<file path="config.mk">
export PLATFORM = sky130hd
export DESIGN_NAME = program_memory_arbiter
export DESIGN_NICKNAME = d
export VERILOG_FILES = /design/src/rtl/program_memory_arbiter.sv
export SDC_FILE = /design/constraint.sdc
export NUM_CORES = 1
export LEC_CHECK = 0
export CAP_MARGIN = 25
export CORE_MARGIN = 10
export CORE_UTILIZATION = 38
export DETAILED_ROUTE_END_ITERATION = 8
export PLACE_DENSITY = 0.79
export SLEW_MARGIN = 10
export SYNTH_ARGS = -nofsm -noshare
export SYNTH_HDL_FRONTEND = slang
export SYNTH_SLANG_ARGS = --single-unit
</file>
<file path="constraint.sdc">
create_clock -name clk -period 3.5 [get_ports clk]
set_clock_uncertainty 0.2 [all_clocks]
set_input_delay 0.35 -clock clk [delete_from_list [all_inputs] [get_ports clk]]
set_output_delay 0.35 -clock clk [all_outputs]
set_load 0.01 [all_outputs]
</file>
<file path="src/rtl/program_memory_arbiter.sv">
// program_memory_arbiter
// Shares the single combinational read port of the program-memory ROM between
// instruction fetch (F) and the debug/loader readback port (D). Each request
// carries a byte address in the text segment. The block translates that address
// to a word index and range-checks it. A granted request returns its data one
// cycle later from a registered response, and a new grant can be made every cycle.
//
// Configuration macro: PM_ARB_FIXED_PRIORITY_EN
//   undefined (default): round-robin between F and D on conflict.
//   defined            : F always wins conflicts, so D can be starved.
//                        Ports and latency are identical in both builds.

`default_nettype none

module program_memory_arbiter #(
   parameter int                    MEMORY_DEPTH = 32,
   parameter int                    DATA_WIDTH   = 32,
   parameter logic [DATA_WIDTH-1:0] BASE_ADDR    = 32'h0040_0000
) (
   input  logic                  clk,
   input  logic                  reset,
   // requester F: instruction fetch
   input  logic                  fetch_req_i,
   input  logic [DATA_WIDTH-1:0] fetch_addr_i,
   output logic                  fetch_gnt_o,
   output logic                  fetch_valid_o,
   output logic [DATA_WIDTH-1:0] fetch_data_o,
   output logic                  fetch_err_o,
   // requester D: debug / loader readback
   input  logic                  dbg_req_i,
   input  logic [DATA_WIDTH-1:0] dbg_addr_i,
   output logic                  dbg_gnt_o,
   output logic                  dbg_valid_o,
   output logic [DATA_WIDTH-1:0] dbg_data_o,
   output logic                  dbg_err_o,
   // program memory read port
   output logic [DATA_WIDTH-1:0] rom_addr_o,
   input  logic [DATA_WIDTH-1:0] rom_data_i
);

   localparam logic [DATA_WIDTH-1:0] DEPTH_C = DATA_WIDTH'(MEMORY_DEPTH);
   localparam logic [DATA_WIDTH-1:0] ZERO_C  = {DATA_WIDTH{1'b0}};

   // Address is faulty if misaligned, below the text base, or past the last ROM word.
   function automatic logic addr_fault(input logic [DATA_WIDTH-1:0] a);
      logic [DATA_WIDTH-1:0] off;
      off = a - BASE_ADDR;
      return (a[1:0] != 2'b00) || (a < BASE_ADDR) || ((off >> 2'd2) >= DEPTH_C);
   endfunction

   // Byte address to ROM word index, relative to the text base.
   function automatic logic [DATA_WIDTH-1:0] word_index(input logic [DATA_WIDTH-1:0] a);
      logic [DATA_WIDTH-1:0] off;
      off = a - BASE_ADDR;
      return off >> 2'd2;
   endfunction

   logic                  fetch_gnt_s;
   logic                  dbg_gnt_s;
   logic [DATA_WIDTH-1:0] sel_addr_s;
   logic                  any_gnt_s;
   logic                  fault_s;
   logic [DATA_WIDTH-1:0] rom_addr_s;

   logic                  fetch_valid_r;
   logic                  fetch_err_r;
   logic [DATA_WIDTH-1:0] fetch_data_r;
   logic                  dbg_valid_r;
   logic                  dbg_err_r;
   logic [DATA_WIDTH-1:0] dbg_data_r;

`ifndef PM_ARB_FIXED_PRIORITY_EN
   typedef enum logic {
      WIN_F = 1'b0,
      WIN_D = 1'b1
   } winner_t;

   winner_t last_winner_r;
`endif

   // Arbitration: pick at most one requester this cycle; nothing while in reset.
   always_comb begin
      fetch_gnt_s = 1'b0;
      dbg_gnt_s   = 1'b0;
      if (reset) begin
         fetch_gnt_s = 1'b0;
         dbg_gnt_s   = 1'b0;
      end else begin
`ifdef PM_ARB_FIXED_PRIORITY_EN
         fetch_gnt_s = fetch_req_i;
         dbg_gnt_s   = dbg_req_i & ~fetch_req_i;
`else
         case ({fetch_req_i, dbg_req_i})
            2'b10:   fetch_gnt_s = 1'b1;
            2'b01:   dbg_gnt_s   = 1'b1;
            2'b11: begin
               if (last_winner_r == WIN_D) begin
                  fetch_gnt_s = 1'b1;
               end else begin
                  dbg_gnt_s   = 1'b1;
               end
            end
            default: begin
               fetch_gnt_s = 1'b0;
               dbg_gnt_s   = 1'b0;
            end
         endcase
`endif
      end
   end

   // Translate the winner's address; an idle or faulting cycle drives index 0 to the ROM.
   always_comb begin
      any_gnt_s  = fetch_gnt_s | dbg_gnt_s;
      sel_addr_s = ZERO_C;
      if (fetch_gnt_s) begin
         sel_addr_s = fetch_addr_i;
      end else if (dbg_gnt_s) begin
         sel_addr_s = dbg_addr_i;
      end else begin
         sel_addr_s = ZERO_C;
      end
      fault_s = any_gnt_s & addr_fault(sel_addr_s);
      if (any_gnt_s && !fault_s) begin
         rom_addr_s = word_index(sel_addr_s);
      end else begin
         rom_addr_s = ZERO_C;
      end
   end

`ifndef PM_ARB_FIXED_PRIORITY_EN
   // Remember who won last so the other side wins the next conflict.
   always_ff @(posedge clk) begin
      if (reset) begin
         last_winner_r <= WIN_D;
      end else if (fetch_gnt_s) begin
         last_winner_r <= WIN_F;
      end else if (dbg_gnt_s) begin
         last_winner_r <= WIN_D;
      end else begin
         last_winner_r <= last_winner_r;
      end
   end
`endif

   // Response registers: one-cycle read latency; data holds while no new response.
   always_ff @(posedge clk) begin
      if (reset) begin
         fetch_valid_r <= 1'b0;
         fetch_err_r   <= 1'b0;
         fetch_data_r  <= ZERO_C;
         dbg_valid_r   <= 1'b0;
         dbg_err_r     <= 1'b0;
         dbg_data_r    <= ZERO_C;
      end else begin
         fetch_valid_r <= fetch_gnt_s;
         fetch_err_r   <= fetch_gnt_s & fault_s;
         dbg_valid_r   <= dbg_gnt_s;
         dbg_err_r     <= dbg_gnt_s & fault_s;
         if (fetch_gnt_s) begin
            fetch_data_r <= fault_s ? ZERO_C : rom_data_i;
         end else begin
            fetch_data_r <= fetch_data_r;
         end
         if (dbg_gnt_s) begin
            dbg_data_r <= fault_s ? ZERO_C : rom_data_i;
         end else begin
            dbg_data_r <= dbg_data_r;
         end
      end
   end

   assign fetch_gnt_o   = fetch_gnt_s;
   assign dbg_gnt_o     = dbg_gnt_s;
   assign rom_addr_o    = rom_addr_s;
   assign fetch_valid_o = fetch_valid_r;
   assign fetch_err_o   = fetch_err_r;
   assign fetch_data_o  = fetch_data_r;
   assign dbg_valid_o   = dbg_valid_r;
   assign dbg_err_o     = dbg_err_r;
   assign dbg_data_o    = dbg_data_r;

endmodule

`default_nettype wire

</file>
==> impl_metrics.ini <==
[sta]
tightest_slew_ns = 0.7268
clock.fmax_ghz = 0.2946
hold_viol_final = 0
slew_headroom_pct = 51.55
period_share_pct = 96.98
finalSetupViolations = 0
fin_setup_tns_ns = 0
fin_crit_ns = 3.394
slew_violations = 0

[die]
num_rows = 34
die_area_mm2 = 0.01334
core_area_mm2 = 0.008806
die_w_um = 115.5
die-height_um = 115.5
io_pins = 202
start_util_pct = 39.34

[finish]
syn2layout_area_growth_pct = 60.31
fillCellCount = 734
fin_nets = 628
drive_above_1_share_pct = 15.85
n_antenna_cell = 0
mostFrequentLayoutCells = clkdlybuf4s50_1 (167), dfxtp_1 (69), a41o_1 (64), buf_4 (35), and3_1 (33)
finalInstanceArea_mm2 = 0.005554
final_common_cell = clkdlybuf4s50_1
post-route-util_pct = 63.07

[setup_path]
worstSetupPathType = reg2out
cp-startpoint = last_winner_r$_SDFFE_PP1P_
required_ns = 2.95
r2r-start = last_winner_r$_SDFFE_PP1P_
endpoint = rom_addr_o[4]
critPathLaunchType = flop
r2r_slack_ns = 0.28
r2r-end = fetch_data_o[13]$_SDFFE_PP0P_
crit_path_end_kind = output port
cp_max_fo = 7
reg2regPathDepth = 14
arrival_ns = 2.84

[grt]
grt_max_degree = 72
antenna_found_initial = 0
grt_pass1_vias = 3809
track_usage_pct = 19.06
grt_pass1_wl_um = 20260
overflow = 0

[routing]
drt-vias-per-instance = 5.641
vias = 3599
routed_wl_um = 13440
avgRoutedWirePerCell_um = 21.07
route.detailed.drc = 0
ant_nets = 0
first_pass_iters = 4
drt_iter0_markers = 204

[pwr]
powerDensity_mw_per_mm2 = 325.9
leakagePower_nw = 2.749
vdd.ir_drop.worst_v = 0.0001994

[hold_path]
hold_class = in2reg
min_from = dbg_req_i

[placed_design]
port-buffer-count = 176
dp_hpwl_um = 9742
place_area_mm2 = 0.005288
gp_congestion = 0.8671

[clock_tree]
clock_sinks = 69
cts_tree = yes
numCtsBuffers = 9
clockRootBuffer = clkbuf_8
path_clk_slew_ns = 0.07
h-tree-depth = 3
clockBufferDepth = 2
clock_latency_ns = 0.34

[yosys]
yosysSeqAreaShare_pct = 39.87
synth-main-ff-cell = dfxtp_1
avgSynthCellArea_um2 = 10.16
async_reset_ff_share_pct = 0
synth.distinct_cells = 44
syn_area_mm2 = 0.003465
synth_edf_count = 0
postSynthCellCount = 341
synth_warnings = 0
synth-seq-cells = 69

[run_status]
status = finished clean

[job]
cap_violations = 0
final cells by class:
type | instances | area, µm² | share of cell area [%]
Sequential cell | 69 | 1381 | 24.87
Clock buffer | 10 | 137.6 | 2.478
Inverter | 6 | 22.52 | 0.4055
Multi-Input combinational cell | 226 | 1774 | 31.94
Timing Repair Buffer | 214 | 2042 | 36.77
Tap cell | 108 | 135.1 | 2.433
Clock inverter | 5 | 61.31 | 1.104
stage by stage:
step | hold WS, ns | total power, mW | cells | setup WS (ns)
after CTS | 0.3797 | 1.814 | 635 | 0.03818
after global routing | 0.2537 | 1.882 | 638 | -0.008447
after floorplan | 0.2829 | 0.9980 | 365 | 0.4090
after detailed placement | 0.3548 | 1.149 | 615 | -0.6152
after global placement | 0.3487 | 1.145 | 615 | -0.4598
final | 0.2286 | 1.810 | 638 | 0.1058
Yosys cell counts (all sizes together), types with 2 or more instances:
library cell | count | share of area [%]
nand2 | 5 | 0.61
a22oi | 7 | 1.9
clkbuf | 23 | 2.5
dfxtp | 69 | 40
nand3 | 4 | 0.58
and2 | 3 | 0.61
a21oi | 2 | 0.29
nand4 | 4 | 0.90
nor4 | 8 | 1.4
a32oi | 4 | 1.2
a41o | 64 | 18
nor2 | 3 | 0.33
nor3 | 11 | 2.6
o21ai | 2 | 0.29
inv | 6 | 0.65
a21boi | 2 | 0.76
or4b | 2 | 0.58
and3 | 33 | 6.0
ha | 2 | 0.72
o2111ai | 2 | 0.51
nor3b | 33 | 7.2
buf | 41 | 9.5
worst max-delay path, stage by stage (launching register included):
cell	delay (ns)
dfxtp_1	0.42
nand2b_4	0.19
a32oi_2	0.13
nor2_1	0.18
inv_1	0.07
ha_1	0.21
inv_2	0.07
o2111ai_1	0.09
or4b_1	0.57
and4_4	0.24
nor3_2	0.17
buf_2	0.16
cells by family (layout without fill, tap and decap cells):
group / after synthesis / count (layout) / share of synthesized area (%)
other: 1 / 25 / 0.1082
AND/OR/NAND/NOR: 113 / 113 / 22.25
AO/OA/AOI/OAI: 86 / 86 / 24.41
adder cells (fa/ha/maj): 2 / 2 / 0.7222
flip-flops: 69 / 69 / 39.87
buffers and inverters: 70 / 235 / 12.64
registers in the layout, indices dropped and copies added (netlist names):
| name | flops |
|---|---|
| dbg_err_o | 1 |
| fetch_data_o | 32 |
| fetch_valid_o | 1 |
| dbg_data_o | 32 |
| fetch_err_o | 1 |
| last_winner_r | 1 |
| dbg_valid_o | 1 |
worst min-delay path by stage:
| stage | end | cells after the start | slack [ns] |
|---|---|---|---|
| 2_1_floorplan | last_winner_r$_SDFFE_PP1P_ | 2 | 0.28 |
| 4_1_cts | dbg_data_o[6]$_SDFFE_PP0N_ | 2 | 0.38 |
| 3_5_place_dp | dbg_data_o[6]$_SDFFE_PP0N_ | 2 | 0.35 |
| 5_1_grt | last_winner_r$_SDFFE_PP1P_ | 3 | 0.25 |
| 3_3_place_gp | dbg_data_o[27]$_SDFFE_PP0N_ | 2 | 0.35 |
| 6_report | last_winner_r$_SDFFE_PP1P_ | 3 | 0.23 |
layer usage:
metal	GRT usage (%)	share of wire (%)	vias to the layer above
met4	9.037	3.0	0
li1	-	-	1669
met1	19.34	36	1730
met5	0	0	-
met2	33.49	49	175
met3	7.855	12	25
what timing repair did:
action                                  CTS  global route
pin swaps                                 2             4
hold endpoints to repair                  0             0
endpoints found under the setup margin    7             7
gates resized for setup                  31             9
hold buffers                              0             0
setup buffers                             5             3
where the power goes:
group          switching (mW)  total [mW]  leakage (nW)  internal, mW
Sequential            0.00238       0.791         0.557         0.789
Combinational           0.185       0.360          2.10         0.175
Clock                   0.314       0.659        0.0906         0.346
Total                   0.501        1.81          2.75          1.31
Power figures use the tool's default switching activity.
